$ cat src/rtl/rv_fifo_bridge.sv
// Ready/valid FIFO buffer between producer and consumer streams with independent stalls.
// Downstream offer is gated by en_data_Tx; each completed downstream transfer pulses tx_done.
module rv_fifo_bridge #(
  parameter int unsigned DATA_W = 64,
  parameter int unsigned DEPTH  = 4,
  parameter int unsigned CNT_W  = $clog2(DEPTH + 1)
) (
  input  logic              clk,
  input  logic              reset,
  input  logic              in_valid,
  output logic              in_ready,
  input  logic [DATA_W-1:0] in_data,
  output logic              out_valid,
  input  logic              out_ready,
  output logic [DATA_W-1:0] out_data,
  input  logic              en_data_Tx,
  input  logic              flush,
  output logic              tx_done,
  output logic [CNT_W-1:0]  count
);

  localparam int unsigned PTR_W = $clog2(DEPTH);

  logic [DATA_W-1:0] mem [DEPTH];
  logic [PTR_W-1:0]  wr_ptr;
  logic [PTR_W-1:0]  rd_ptr;
  logic              push;
  logic              pop;
  logic              empty;
  logic              full;

  // Occupancy decides full/empty; pointer equality is ambiguous.
  always_comb begin
    empty     = (count == CNT_W'(0));
    full      = (count == CNT_W'(DEPTH));
    in_ready  = ~full & ~flush;
    out_valid = ~empty & en_data_Tx & ~flush;
    out_data  = empty ? DATA_W'(0) : mem[rd_ptr];
    push      = in_valid & in_ready;
    pop       = out_valid & out_ready;
  end

  // Storage array: written on push only, never cleared.
  always_ff @(posedge clk) begin
    if (reset && push) begin
      mem[wr_ptr] <= in_data;
    end
  end

  // Pointers, occupancy and completion pulse; reset dominates flush.
  always_ff @(posedge clk) begin
    if (!reset) begin
      wr_ptr  <= '0;
      rd_ptr  <= '0;
      count   <= '0;
      tx_done <= 1'b0;
    end else if (flush) begin
      wr_ptr  <= '0;
      rd_ptr  <= '0;
      count   <= '0;
      tx_done <= 1'b0;
    end else begin
      tx_done <= pop;
      if (push) begin
        wr_ptr <= wr_ptr + PTR_W'(1);
      end
      if (pop) begin
        rd_ptr <= rd_ptr + PTR_W'(1);
      end
      case ({push, pop})
        2'b10:   count <= count + CNT_W'(1);
        2'b01:   count <= count - CNT_W'(1);
        default: count <= count;
      endcase
    end
  end

endmodule

$ cat config.mk
export PLATFORM = sky130hd
export DESIGN_NAME = rv_fifo_bridge
export DESIGN_NICKNAME = d
export VERILOG_FILES = /design/src/rtl/rv_fifo_bridge.sv
export SDC_FILE = /design/constraint.sdc
export NUM_CORES = 1
export LEC_CHECK = 0
export BUFFER_PORTS_ARGS = -buffer_cell sky130_fd_sc_hd__buf_2
export CORE_MARGIN = 4
export CORE_UTILIZATION = 57
export DETAILED_ROUTE_END_ITERATION = 10
export HOLD_SLACK_MARGIN = 0.15
export MAX_ROUTING_LAYER = met4
export PLACE_DENSITY = 0.79
export SYNTH_ARGS = -nofsm -noshare
export SYNTH_HDL_FRONTEND = slang
export SYNTH_SLANG_ARGS = --single-unit
$ cat constraint.sdc
create_clock -name clk -period 6.2 [get_ports clk]
set_input_delay 1.24 -clock clk [delete_from_list [all_inputs] [get_ports clk]]
set_output_delay 1.24 -clock clk [all_outputs]
set_load 0.02 [all_outputs]
==> impl_metrics.yaml, run 1 <==
logic_synthesis:
  synth_xor_area_share_pct: 0.171
  synth_top_family_by_area: "multiplexers"
  synth_cell_type_count: 30
  synth_area_leaders: "edfxtp_1 (75%), mux4_2 (14%), nor2b_1 (4.1%)"
  yosys.area.top_type_share_pct: 75.2
  yosysWarnings: 0
  synthAdderAreaFrac_pct: 0.808
  synth.area.mux_share_pct: 14.2
  synth_compound_area_share_pct: 0.514
  avgSynthCellArea_um2: 21.9
  ys_seq_area_share_pct: 77.2
  synthesis.area_um2: 10200
  synth_simple_gate_area_share_pct: 5.40
  yosysTopAreaCell: "edfxtp_1"
  synth_seq_cells: 266
  syn_nets: 542
  synth_cells: 466
power_and_ir_drop:
  p_seq_share_pct: 56.1
  p_sw_share_pct: 19.1
  internal-power_mw: 2.87
  powerDensity_nw_per_um2: 299
  p_total_mw: 3.55
  clkPwrFrac_pct: 40.7
  vdd_drop_max_mv: 0.230
  power_frac_comb_pct: 3.2
  leakage_nw: 3.97
  power_switching_mw: 0.679
clock_tree:
  clkTransAtPathRegs_ps: 60
  cts_sinks: 266
  postCtsHoldBufs: 0
  h-tree-depth: 1
  post_cts_buffers: 0
  clk_latency_ps: 500
  cts_resized: 0
  cts_inserted_buffers: 27
  cts_buffer_depth: 3
  cts_tree: "yes"
  ctsRootBufferMaster: "clkbuf_16"
floorplanning:
  die-width_um: 142
  fp.dieH_um: 142
  io_pins: 140
  core_um2: 17400
  start_util_pct: 58.7
  die_area_um2: 20100
  rows: 48
timing:
  worst_pin_slew_ps: 1080
  tns_ps: 0
  hold_viol: 0
  grt_setup_unrepaired: "no"
  fmax_ghz: 0.243
  finalWorstSetupSlack_ps: 2080
  clock_skew_ps: 7.99
  setup_viol: 0
  min_period_ps: 4120
  min_period_over_period_pct: 66.5
  drv_slew: 0
  slew_headroom_pct: 27.9
worst_setup_path:
  r2r_start: "count[2]"
  reg2reg_slack_ps: 3120
  max_stage_delay_ps: 1050
  path_delay_family: "flip-flops"
  ff2ff_path_depth: 9
  r2r-end: "count[2]"
  arrival_ps: 2880
  crit_chain: "buf_4, mux4_2, nor2b_1, buf_2"
  worstSetupStartpointType: "flop"
  path_buf_inv: 2
  cp_slowest_cell: "dfxtp_4"
  setup.worst_path.class: "reg2out"
  critPathCaptureType: "output port"
  critPathMaxFanout: 53
  required_ps: 4960
layout:
  final_util_pct: 68.3
  multi_input_area_um2: 2180
  syn2layout_area_growth_pct: 16.3
  layout-drive-gt1-share_pct: 38.8
  seqCellArea_um2: 7900
  final_cell_mix: "edfxtp_1 (256), buf_2 (139), nor2b_1 (67)"
  nFillCells: 1121
  final_common_cell: "edfxtp_1"
  fin_nets: 689
  post-route-cell-area_um2: 11900
global_routing:
  grt_overflow: 0
  grt_pass1_wl_um: 29000
  antenna_found_initial: 3
  grt_pass1_vias: 5397
  grtUsageTotal_pct: 19.2
  grt_max_degree: 65
drt:
  vias: 4952
  viasPerCell: 5.76
  dr.first_iter.drc_count: 298
  wirelength_um: 18300
  firstDrtPassIters: 4
  drc: 0
  avgRoutedWirePerCell_um: 21.3
  ant_nets: 0
hold_path:
  hold_class: "reg2reg"
  hold_start: "rd_ptr[1]"
  min_delay_path_depth: 2
placed_design:
  gp_congestion: 0.823
  dpl.hpwl_um: 10400
  post_dp_cell_area_um2: 11100
  dp_slack_ps: 2460
  portBuffers: 139
run_status:
  status: "finished, final reports clean"
run:
  drv_cap: 0
## synthesized netlist by cell type (all sizes together)
cell	instances
o21ai	3
or3	3
fa	1
o31ai	1
nand3b	1
nor2	4
nand4	1
or3b	1
inv	6
nand2b	1
and3	4
xor2	2
dfxtp	10
edfxtp	256
nand2	2
mux4	64
ha	5
nand4b	1
a21oi	5
nor2b	67
and2	1
buf	16
nor3b	1
mux2i	1
clkbuf	7
nor3	2
## worst max path at each step
stage,cells after the start,slack [ps],to
after floorplan,4,2580,mem[1][0]
after global placement,4,2510,out_data[50]
after detailed placement,4,2460,out_data[44]
after CTS,4,1910,out_data[44]
after global routing,4,1790,out_data[45]
final,4,2080,out_data[44]
## metrics by stage
| stage | hold slack, ps | std cells |
|---|---|---|
| global placement | 466 | 809 |
| CTS | 501 | 857 |
| floorplan | 459 | 466 |
| detailed placement | 492 | 809 |
| finish | 512 | 860 |
| global route | 551 | 860 |
## power groups by stage
stage	sequential [mW]	clock, mW	combinational [mW]
6_report	1.99	1.44	0.115
3_5_place_dp	2.03	0	0.115
4_1_cts	1.99	1.47	0.116
2_1_floorplan	2.03	0	0.0552
3_3_place_gp	2.03	0	0.110
5_1_grt	1.99	1.55	0.125
## state kept, by name, indices dropped and copies added, names as in the netlist, named ones only
register and cells:
wr_ptr 2, tx_done 1, count 3, mem 256
rd_ptr 2
## area by class of cell
class	instances	area share, %
Sequential cell	266	66.4
Timing Repair Buffer	141	5.98
Multi-Input combinational cell	171	18.3
Clock inverter	12	0.715
Inverter	6	0.189
Antenna cell	3	0.0631
Clock buffer	36	5.96
Tap cell	225	2.37
## worst min-delay path, cell delays in order, from the launching register on
cell and delay, ps:
dfxtp_1 310, o21ai_0 80, a21oi_1 80
## cell families after synthesis
logic type | after synthesis
adder cells (fa/ha/maj) | 6
AND/OR/NAND/NOR | 89
buffers and inverters | 29
XOR/XNOR | 2
flip-flops | 266
multiplexers | 65
AO/OA/AOI/OAI | 9
## metal layers
| layer | vias up | track usage [%] | wire length (um) |
|---|---|---|---|
| li1 | 2187 | - | - |
| met2 | 167 | 32.2 | 9560 |
| met4 | 0 | 6.16 | 469 |
| met5 | - | - | 0 |
| met3 | 38 | 3.17 | 1190 |
| met1 | 2560 | 24.3 | 7070 |
No activity file was read; power rests on OpenSTA's default activity.
==> run 2, diff against run 1 <==
--- a/config.mk
+++ b/config.mk
@@ -5,6 +5,7 @@
 export SDC_FILE = /design/constraint.sdc
 export NUM_CORES = 1
 export LEC_CHECK = 0
+export ABC_AREA = 1
 export BUFFER_PORTS_ARGS = -buffer_cell sky130_fd_sc_hd__buf_2
 export CORE_MARGIN = 4
 export CORE_UTILIZATION = 57
==> constraint.sdc (replaced) <==
create_clock -name clk -period 4.2 [get_ports clk]
set_input_delay 0.84 -clock clk [delete_from_list [all_inputs] [get_ports clk]]
set_output_delay 0.84 -clock clk [all_outputs]
set_load 0.02 [all_outputs]
==> impl_metrics.yaml, run 2 <==
clock_tree:
  h-tree-depth: 1
  cts_inserted_buffers: 26
  post_cts_buffers: 0
  clk_latency_ps: 510
  ctsRootBufferMaster: "clkbuf_16"
  cts_resized: 0
  cts_tree: "yes"
  postCtsHoldBufs: 0
  cts_buffer_depth: 3
  clkTransAtPathRegs_ps: 60
  cts_sinks: 266
power_and_ir_drop:
  p_total_mw: 5.20
  vdd_drop_max_mv: 0.356
  powerDensity_nw_per_um2: 430
  leakage_nw: 4.46
floorplanning:
  die-width_um: 144
  fp.dieH_um: 144
  io_pins: 140
  start_util_pct: 58.2
  rows: 49
  die_area_um2: 20600
  core_um2: 18000
layout:
  syn2layout_area_growth_pct: 15.3
  final_common_cell: "nor2_1"
  largest_reg_flops: 256
  regMostFlops: "mem"
  layout-drive-gt1-share_pct: 19.4
  final_cell_mix: "nor2_1 (264), edfxtp_1 (256), buf_2 (139)"
  fin_nets: 1047
  layout.cells.non_filler: 1219
  top_regs: "mem: 256 flops, count: 3 flops"
  post-route-cell-area_um2: 12100
timing:
  clock_skew_ps: 12.3
  setup_viol: 0
  slew_headroom_pct: 44.9
  grt_setup_unrepaired: "no"
  drv_slew: 0
  min_period_over_period_pct: 82.1
  finalWorstSetupSlack_ps: 752
  min_period_ps: 3450
  worst_pin_slew_ps: 827
  fmax_ghz: 0.290
  fin_hold_ws_ps: 472
  hold_viol: 0
worst_setup_path:
  worstSetupStartpointType: "flop"
  cp_slowest_cell: "dfxtp_4"
  critPathMaxFanout: 56
  crit_chain: "inv_2, buf_4, o21ai_0, a21oi_1, buf_2"
  setup.worst_path.class: "reg2out"
  max_stage_delay_ps: 500
  arrival_ps: 2610
  required_ps: 3360
  critPathCaptureType: "output port"
  ff2ff_path_depth: 5
global_routing:
  grt_overflow: 0
  antenna_found_initial: 1
  grt_max_degree: 65
  grtUsageTotal_pct: 21.0
  grt_pass1_vias: 6456
  grt_pass1_wl_um: 32900
placed_design:
  gp_congestion: 0.783
  portBuffers: 139
  post-place-cells: 1172
  dpl.hpwl_um: 12300
  dp_slack_ps: 1300
  post_dp_cell_area_um2: 11300
drt:
  dr.first_iter.drc_count: 491
  ant_nets: 0
  avgRoutedWirePerCell_um: 17.3
  viasPerCell: 5.48
  wirelength_um: 21100
  firstDrtPassIters: 5
  vias: 6676
  drc: 0
logic_synthesis:
  synth_edf_count: 256
  yosys.area.top_type_share_pct: 73.3
  synth-main-ff-cell: "edfxtp_1"
  synth_cells: 837
  synth_most_common_cell: "nor2_1"
  synth_area_leaders: "edfxtp_1 (73%), nor2_1 (9.6%), o21ai_0 (5.7%)"
  synth_seq_cells: 266
  ys_seq_area_share_pct: 75.2
  yosysTopAreaCell: "edfxtp_1"
  synthesis.area_um2: 10500
  synth_cell_type_count: 19
  synthTopCellsByCount: "nor2_1 (268), edfxtp_1 (256), o21ai_0 (120)"
  syn_nets: 913
  synthArstFlopShare_pct: 0
  yosysWarnings: 0
  avgSynthCellArea_um2: 12.5
hold_path:
  min_delay_path_depth: 2
  hold_class: "reg2reg"
run_status:
  status: "finished, final reports clean"
run:
  drv_cap: 0
## run 2: cell types whose count changed in the layout (fill, tap and decap cells not counted), sizes merged, moves of 5 or more
cell	previous run	this run
inv	6	26
mux4	64	0
buf	141	154
nor2	4	268
o21ai	3	130
a21oi	5	69
nand2	2	14
nand3	0	5
nor2b	67	0
## run 2: final cells by class
class / instances / area, um^2
inverter: 26 / 97.6
sequential: 266 / 7890
clock inverter: 12 / 47.5
multi-input combinational: 497 / 2220
antenna: 1 / 2.50
timing repair buffer: 154 / 846
clock buffer: 34 / 702
fill: 1279 / 5930
tap: 229 / 287
## run 2: worst paths after layout
check                                from            to  slack [ps]
worst max register to register   count[1]    mem[3][13]        1870
worst min-delay path            rd_ptr[0]          flop         470
worst max-delay path                 flop  out_data[39]         750
worst min register to register  rd_ptr[0]          flop         470
## run 2: metal layers
layer / GRT usage (%) / up-vias / share of wire, %
li1: - / 3214 / -
met1: 27.2 / 3196 / 41
met2: 35.3 / 233 / 51
met3: 3.29 / 33 / 7.0
met4: 5.00 / 0 / 1.6
met5: - / - / 0
## run 2: cell families after synthesis
| logic type | after synthesis | synth area share (%) |
|---|---|---|
| buf+inv | 74 | 3.96 |
| flops | 266 | 75.2 |
| simple gates | 292 | 10.6 |
| compound gates | 199 | 9.49 |
| fa+ha+maj | 6 | 0.787 |
## run 2: through the flow
step                utilization [%]  TNS, ps
finish                         67.1        0
global route                   67.1        0
CTS                            67.1        0
detailed placement             62.9        0
global placement               62.9        0
floorplan                         -  -116030
## run 2: power by group
part | leakage (nW) | total (mW) | internal (mW) | switching, mW
Sequential | 2.39 | 2.94 | 2.94 | 0.00740
Combinational | 1.70 | 0.219 | 0.0675 | 0.152
Clock | 0.364 | 2.04 | 1.16 | 0.872
Total | 4.46 | 5.20 | 4.17 | 1.03
## run 2: worst max-delay path: cells and delay by family, from the launching register on
kind	cells	cell delay, ps
buf+inv	3	1100
flops	1	500
compound gates	2	430
